<file path="src/rtl/uart_pkg.sv">
// Shared UART baud-generator constants, divisor record type and clamp helper.
package uart_pkg;
  localparam int UART_INT_W    = 16;
  localparam int UART_FRAC_W   = 8;
  localparam int MIN_DIV       = 2;
  localparam int UART_DEF_INT  = 13;   // 25 MHz / (115200 * 16) = 13.563
  localparam int UART_DEF_FRAC = 144;  // 0.563 * 256

  typedef struct packed {
    logic [UART_INT_W-1:0]  int_part;
    logic [UART_FRAC_W-1:0] frac_part;
  } uart_div_t;

  function automatic int clamp_div(input int v);
    return (v < MIN_DIV) ? MIN_DIV : v;
  endfunction
endpackage

</file>
<file path="src/rtl/uart_frac_div.sv">
// Fractional period divider producing rx_tick; shadow divisor applied on a tick boundary.
// Registered strobe, no backpressure; accumulator present only with UART_BAUDGEN_FRAC_EN.
module uart_frac_div
  import uart_pkg::*;
#(
  parameter int INT_W    = UART_INT_W,
  parameter int FRAC_W   = UART_FRAC_W,
  parameter int DEF_INT  = UART_DEF_INT,
  parameter int DEF_FRAC = UART_DEF_FRAC
) (
  input  logic              clk,
  input  logic              rst_n,
  input  logic              en,
  input  logic              div_wr,
  input  logic [INT_W-1:0]  div_int,
  input  logic [FRAC_W-1:0] div_frac,
  output logic              div_busy,
  output logic              tick_pre,
  output logic              rx_tick
);
  typedef struct packed {
    logic [INT_W-1:0]  int_part;
    logic [FRAC_W-1:0] frac_part;
  } div_cfg_t;

  localparam logic [INT_W-1:0]  RST_INT  = INT_W'(clamp_div(DEF_INT));
  localparam logic [FRAC_W-1:0] RST_FRAC = FRAC_W'(DEF_FRAC);
  localparam div_cfg_t          RST_DIV  = '{int_part: RST_INT, frac_part: RST_FRAC};

  div_cfg_t          cur_q, shd_q;
  logic [INT_W-1:0]  cnt_q, reload, wr_int;
  logic              pend_q, applied_q, rx_tick_q;
  logic              carry;

  assign wr_int   = (div_int < INT_W'(MIN_DIV)) ? INT_W'(MIN_DIV) : div_int;
  assign tick_pre = en && (cnt_q == '0);

`ifdef UART_BAUDGEN_FRAC_EN
  logic [FRAC_W-1:0] acc_q;
  logic [FRAC_W:0]   acc_sum;

  assign acc_sum = {1'b0, acc_q} + {1'b0, cur_q.frac_part};
  assign carry   = acc_sum[FRAC_W];

  always_ff @(posedge clk) begin
    if (!rst_n)
      acc_q <= '0;
    else if (tick_pre)
      acc_q <= pend_q ? '0 : acc_sum[FRAC_W-1:0];
  end
`else
  logic unused_frac;
  assign unused_frac = ^cur_q.frac_part;
  assign carry       = 1'b0;
`endif

  // A freshly applied divisor starts from a cleared accumulator, so its first period is exactly int.
  assign reload = pend_q ? (shd_q.int_part - 1'b1)
                         : (carry ? cur_q.int_part : (cur_q.int_part - 1'b1));

  always_ff @(posedge clk) begin
    if (!rst_n) begin
      cur_q     <= RST_DIV;
      shd_q     <= RST_DIV;
      cnt_q     <= RST_INT - 1'b1;
      pend_q    <= 1'b0;
      applied_q <= 1'b0;
      rx_tick_q <= 1'b0;
    end else begin
      rx_tick_q <= tick_pre;
      applied_q <= tick_pre && pend_q;
      if (tick_pre) begin
        cnt_q <= reload;
        if (pend_q)
          cur_q <= shd_q;
      end else if (en) begin
        cnt_q <= cnt_q - 1'b1;
      end
      // A write on the applying edge keeps the newer shadow pending for the next tick.
      if (div_wr) begin
        shd_q  <= '{int_part: wr_int, frac_part: div_frac};
        pend_q <= 1'b1;
      end else if (tick_pre) begin
        pend_q <= 1'b0;
      end
    end
  end

  assign rx_tick  = rx_tick_q;
  assign div_busy = pend_q | applied_q;
endmodule

</file>
<file path="src/rtl/uart_baudgen_frac.sv">
// UART baud generator: rx oversampling strobe plus phase-coherent tx bit strobe, one clock domain.
// Strobes registered, no backpressure; fractional divide built only with UART_BAUDGEN_FRAC_EN.
module uart_baudgen_frac
  import uart_pkg::*;
#(
  parameter int INT_W      = UART_INT_W,
  parameter int FRAC_W     = UART_FRAC_W,
  parameter int OVERSAMPLE = 16,
  parameter int DEF_INT    = UART_DEF_INT,
  parameter int DEF_FRAC   = UART_DEF_FRAC
) (
  input  logic              clk,
  input  logic              rst_n,
  input  logic              en,
  input  logic              div_wr,
  input  logic [INT_W-1:0]  div_int,
  input  logic [FRAC_W-1:0] div_frac,
  output logic              div_busy,
  input  logic              tx_sync,
  output logic              rx_tick,
  output logic              tx_tick
);
  localparam int              PH_W    = $clog2(OVERSAMPLE);
  localparam logic [PH_W-1:0] PH_LAST = PH_W'(OVERSAMPLE - 1);

  logic            tick_pre;
  logic [PH_W-1:0] phase_q;
  logic            tx_tick_q;

  uart_frac_div #(
    .INT_W    (INT_W),
    .FRAC_W   (FRAC_W),
    .DEF_INT  (DEF_INT),
    .DEF_FRAC (DEF_FRAC)
  ) u_div (
    .clk      (clk),
    .rst_n    (rst_n),
    .en       (en),
    .div_wr   (div_wr),
    .div_int  (div_int),
    .div_frac (div_frac),
    .div_busy (div_busy),
    .tick_pre (tick_pre),
    .rx_tick  (rx_tick)
  );

  // tx_sync takes priority over a wrapping tick so the frame restarts at phase 0.
  always_ff @(posedge clk) begin
    if (!rst_n) begin
      phase_q   <= '0;
      tx_tick_q <= 1'b0;
    end else begin
      tx_tick_q <= 1'b0;
      if (tx_sync) begin
        phase_q <= '0;
      end else if (tick_pre) begin
        if (phase_q == PH_LAST) begin
          phase_q   <= '0;
          tx_tick_q <= 1'b1;
        end else begin
          phase_q <= phase_q + 1'b1;
        end
      end
    end
  end

  assign tx_tick = tx_tick_q;
endmodule

</file>
<file path="config.mk">
export PLATFORM = sky130hd
export DESIGN_NAME = uart_baudgen_frac
export DESIGN_NICKNAME = d
export VERILOG_FILES = /design/src/rtl/uart_pkg.sv /design/src/rtl/uart_frac_div.sv /design/src/rtl/uart_baudgen_frac.sv
export SDC_FILE = /design/constraint.sdc
export NUM_CORES = 1
export LEC_CHECK = 0
export BUFFER_PORTS_ARGS = -buffer_cell sky130_fd_sc_hd__buf_2
export CAP_MARGIN = 20
export CORE_ASPECT_RATIO = 1.2
export CORE_MARGIN = 2
export CORE_UTILIZATION = 50
export DETAILED_ROUTE_END_ITERATION = 7
export GPL_TIMING_DRIVEN = 1
export PLACE_DENSITY = 0.74
export SLEW_MARGIN = 20
export SYNTH_ARGS = -nofsm -noshare
export SYNTH_HDL_FRONTEND = slang
export SYNTH_SLANG_ARGS = --single-unit
</file>
<file path="constraint.sdc">
create_clock -name clk -period 6.1 [get_ports clk]
set_input_delay 0.305 -clock clk [delete_from_list [all_inputs] [get_ports clk]]
set_output_delay 0.305 -clock clk [all_outputs]
set_load 0.05 [all_outputs]
</file>
==> results.cfg <==
[run_status]
outcome = completed

[cts]
htreeDepth = 2
numCtsBuffers = 5
insertion_delay_ps = 320
clkTransAtPathRegs_ps = 100
clock-sinks = 56
clockRootBuffer = clkbuf_8
cts_tree = yes
cts_hold_buf = 0
clock_path_buffers = 2
postCtsSetupRepairBufs = 0
ctsResizeCount = 0

[critical_path]
slowest_delay_ps = 690
critPathCapture = u_div.cnt_q[12]
reg2reg_depth = 9
slowest_stage = or4_1
endpoint_kind = flip-flop
r2r_start = u_div.cnt_q[8]
critPathKind = reg2reg
path_cells = or4_1 -> nor2_1 -> a21oi_1 -> ha_1 -> nand2_1 -> a311oi_2 -> and3_1 -> or3_1 -> nand3_1
arrival_ps = 3450
r2r_slack_ps = 2910
cp-start-kind = flip-flop
worstSetupStartpoint = u_div.cnt_q[8]
worstPathMaxFanout = 11
r2r_end = u_div.cnt_q[12]
required_ps = 6360

[hold_path]
hp-class = in2reg

[layout]
drive_above_1_share = 0.1330
multi_input_area_sq_mm = 0.001748
fin_area_sq_mm = 0.003247
seq_area_sq_mm = 0.001121
fillCellCount = 526
syn2layout_area_growth_pct = 9.125
n_antenna_cell = 0
fin_nets = 407

[synthesis]
syn_area_sq_mm = 0.002975
syn_area_per_cell_sq_um = 8.197
netlist_top_cells_count = dfxtp_1, nand2_1, nor2_1, a21oi_1, mux2i_1
yosysTopAreaCell = dfxtp_1
yosysUniqueCellTypes = 57
synth_nets = 394
synthTopCellsByArea = dfxtp_1, mux2i_1, nand2_1, a21oi_1, nor2_1
yosysTopAreaCellShare = 0.3768
synthArstFlopShare = 0
postSynthCellCount = 363
synth_edf_count = 0
synth_seq_cells = 56
ys.flop_type = dfxtp_1
yosys_warnings = 0
yosysMostFrequentCell = dfxtp_1
ys_seq_area_frac = 0.3768

[timing]
period_share = 0.5230
slew_headroom = 0.5208
hold_slack_ps = 224.3
final.setup.tns_ps = 0
finalClockSkew_ps = 8.705
fmax_ghz = 0.3135
period_needed_ps = 3190
rsz0062_at_grt = false
slew_violations = 0
worstMarginPinSlew_ps = 716.2
finalHoldViolCount = 0
setup_viol_count_final = 0

[pwr]
seq_power_share = 0.522
power-per-cell-area_mw_per_mm2 = 227.6
power.net_switching_uw = 173.8
leakagePower_uw = 0.001209
p_comb_frac = 0.094
finalPower_uw = 739.0
p_sw_frac = 0.2352
p_clk_frac = 0.384
p_int_uw = 565.2
irDropWorstVdd_v = 0.0001296

[die]
die-area_sq_mm = 0.006587
rows = 30
die_w_um = 74.42
start_util = 0.5215
die_h_um = 88.51
coreArea_sq_mm = 0.005705
boundaryPins = 32

[grt]
globalRouteTotalUtil = 0.2251
grt_pass1_wl_um = 11540
grt_max_degree = 35
antenna_found_initial = 0
first_global_vias = 2388
overflow = 0

[detailed_routing]
vias_per_cell = 5.923
num_vias = 2701
wl_per_cell_um = 14.95
post-route-drc-count = 0
drt_iter0_drc = 194
postRouteAntennaNets = 0
totalWireLength_um = 6816
dr.pass1.iters = 4

[run]
drv_cap = 0

[placed_design]
portBuffers = 23
place_area_sq_mm = 0.003118
gp_congestion = 0.9577
hpwl_um = 4957
## kinds of logic (layout without fill, tap and decap cells)
| kind of cell | Yosys count | count (layout) | synth area share |
|---|---|---|---|
| simple gates | 159 | 159 | 0.2700 |
| compound gates | 88 | 88 | 0.1918 |
| flops | 56 | 56 | 0.3768 |
| mux | 33 | 33 | 0.1144 |
| buf+inv | 24 | 37 | 0.03574 |
| fa+ha+maj | 2 | 2 | 0.008409 |
| xor+xnor | 1 | 1 | 0.002944 |
## per-layer routing
layer,GRT usage,vias up,wire length (um)
li1,-,1356,-
met1,0.2995,1261,3072
met2,0.3685,71,3252
met3,0.04100,13,350
met4,0.07305,0,140
met5,0,-,0
## through the flow
| stage | setup slack (ps) | utilization | instances |
|---|---|---|---|
| global route | 2618 | 0.5691 | 456 |
| floorplan | 3065 | - | 363 |
| CTS | 2918 | 0.5691 | 456 |
| finish | 2910 | 0.5691 | 456 |
| detailed placement | 2755 | 0.5465 | 449 |
| global placement | 2800 | 0.5465 | 449 |
## sequential cells by signal (all words and copies together), names as in the netlist
| register | flops |
|---|---|
| tx_tick | 1 |
| u_div.rx_tick | 1 |
| u_div.shd_q | 16 |
| u_div.cnt_q | 16 |
| phase_q | 4 |
| u_div.applied_q | 1 |
| u_div.cur_q | 16 |
| u_div.pend_q | 1 |
## critical path, delay by kind of cell (launching register included)
family	cells	cell delay, ps
AND/OR/NAND/NOR	6	2190
flip-flops	1	380
AO/OA/AOI/OAI	2	320
adder cells (fa/ha/maj)	1	250
## worst min-delay path by stage
| stage | from | endpoint | cells after the start |
|---|---|---|---|
| finish | div_int[3] | u_div.shd_q[11] | 3 |
| global route | div_int[0] | u_div.shd_q[8] | 3 |
| CTS | div_int[2] | u_div.shd_q[10] | 3 |
| detailed placement | u_div.cur_q[16] | u_div.cur_q[16] | 2 |
| global placement | u_div.cur_q[15] | u_div.cur_q[15] | 2 |
| floorplan | u_div.cur_q[15] | u_div.cur_q[15] | 2 |
## power by group through the flow
stage | logic, uW | registers (uW) | clock network, uW
after floorplan | 51.7 | 391 | 0
after global placement | 67.8 | 393 | 0
after detailed placement | 69.3 | 394 | 0
after CTS | 69.5 | 385 | 290
after global routing | 77.6 | 387 | 302
final | 69.6 | 386 | 284
## layout make-up
class | count | share of cell area
Multi-Input combinational cell | 283 | 0.5383
Sequential cell | 56 | 0.3453
Timing Repair Buffer | 25 | 0.04008
Tap cell | 80 | 0.03083
Clock buffer | 5 | 0.02119
Clock inverter | 2 | 0.01850
Inverter | 5 | 0.005780
## layout by cell type, fill, tap and decap left out, types with 3 or more instances in the layout
master    Yosys  final
dfxtp_1      56     56
nor3_1       12     12
clkbuf_8      0      5
nand2_1      54     54
nand4_1       5      5
nor3b_1       4      4
mux2_2        8      8
nor2b_1       3      3
or4_1         5      5
inv_1         4      4
mux2i_1      25     25
nor4_1        8      8
a21oi_1      32     32
a31oi_1       6      6
or3_1         3      3
nor2_1       38     38
a21o_1        3      3
o21ai_0      14     14
o211ai_1      7      7
nand3_1      13     13
buf_2         1     23
(Power assumes the default switching activity.)
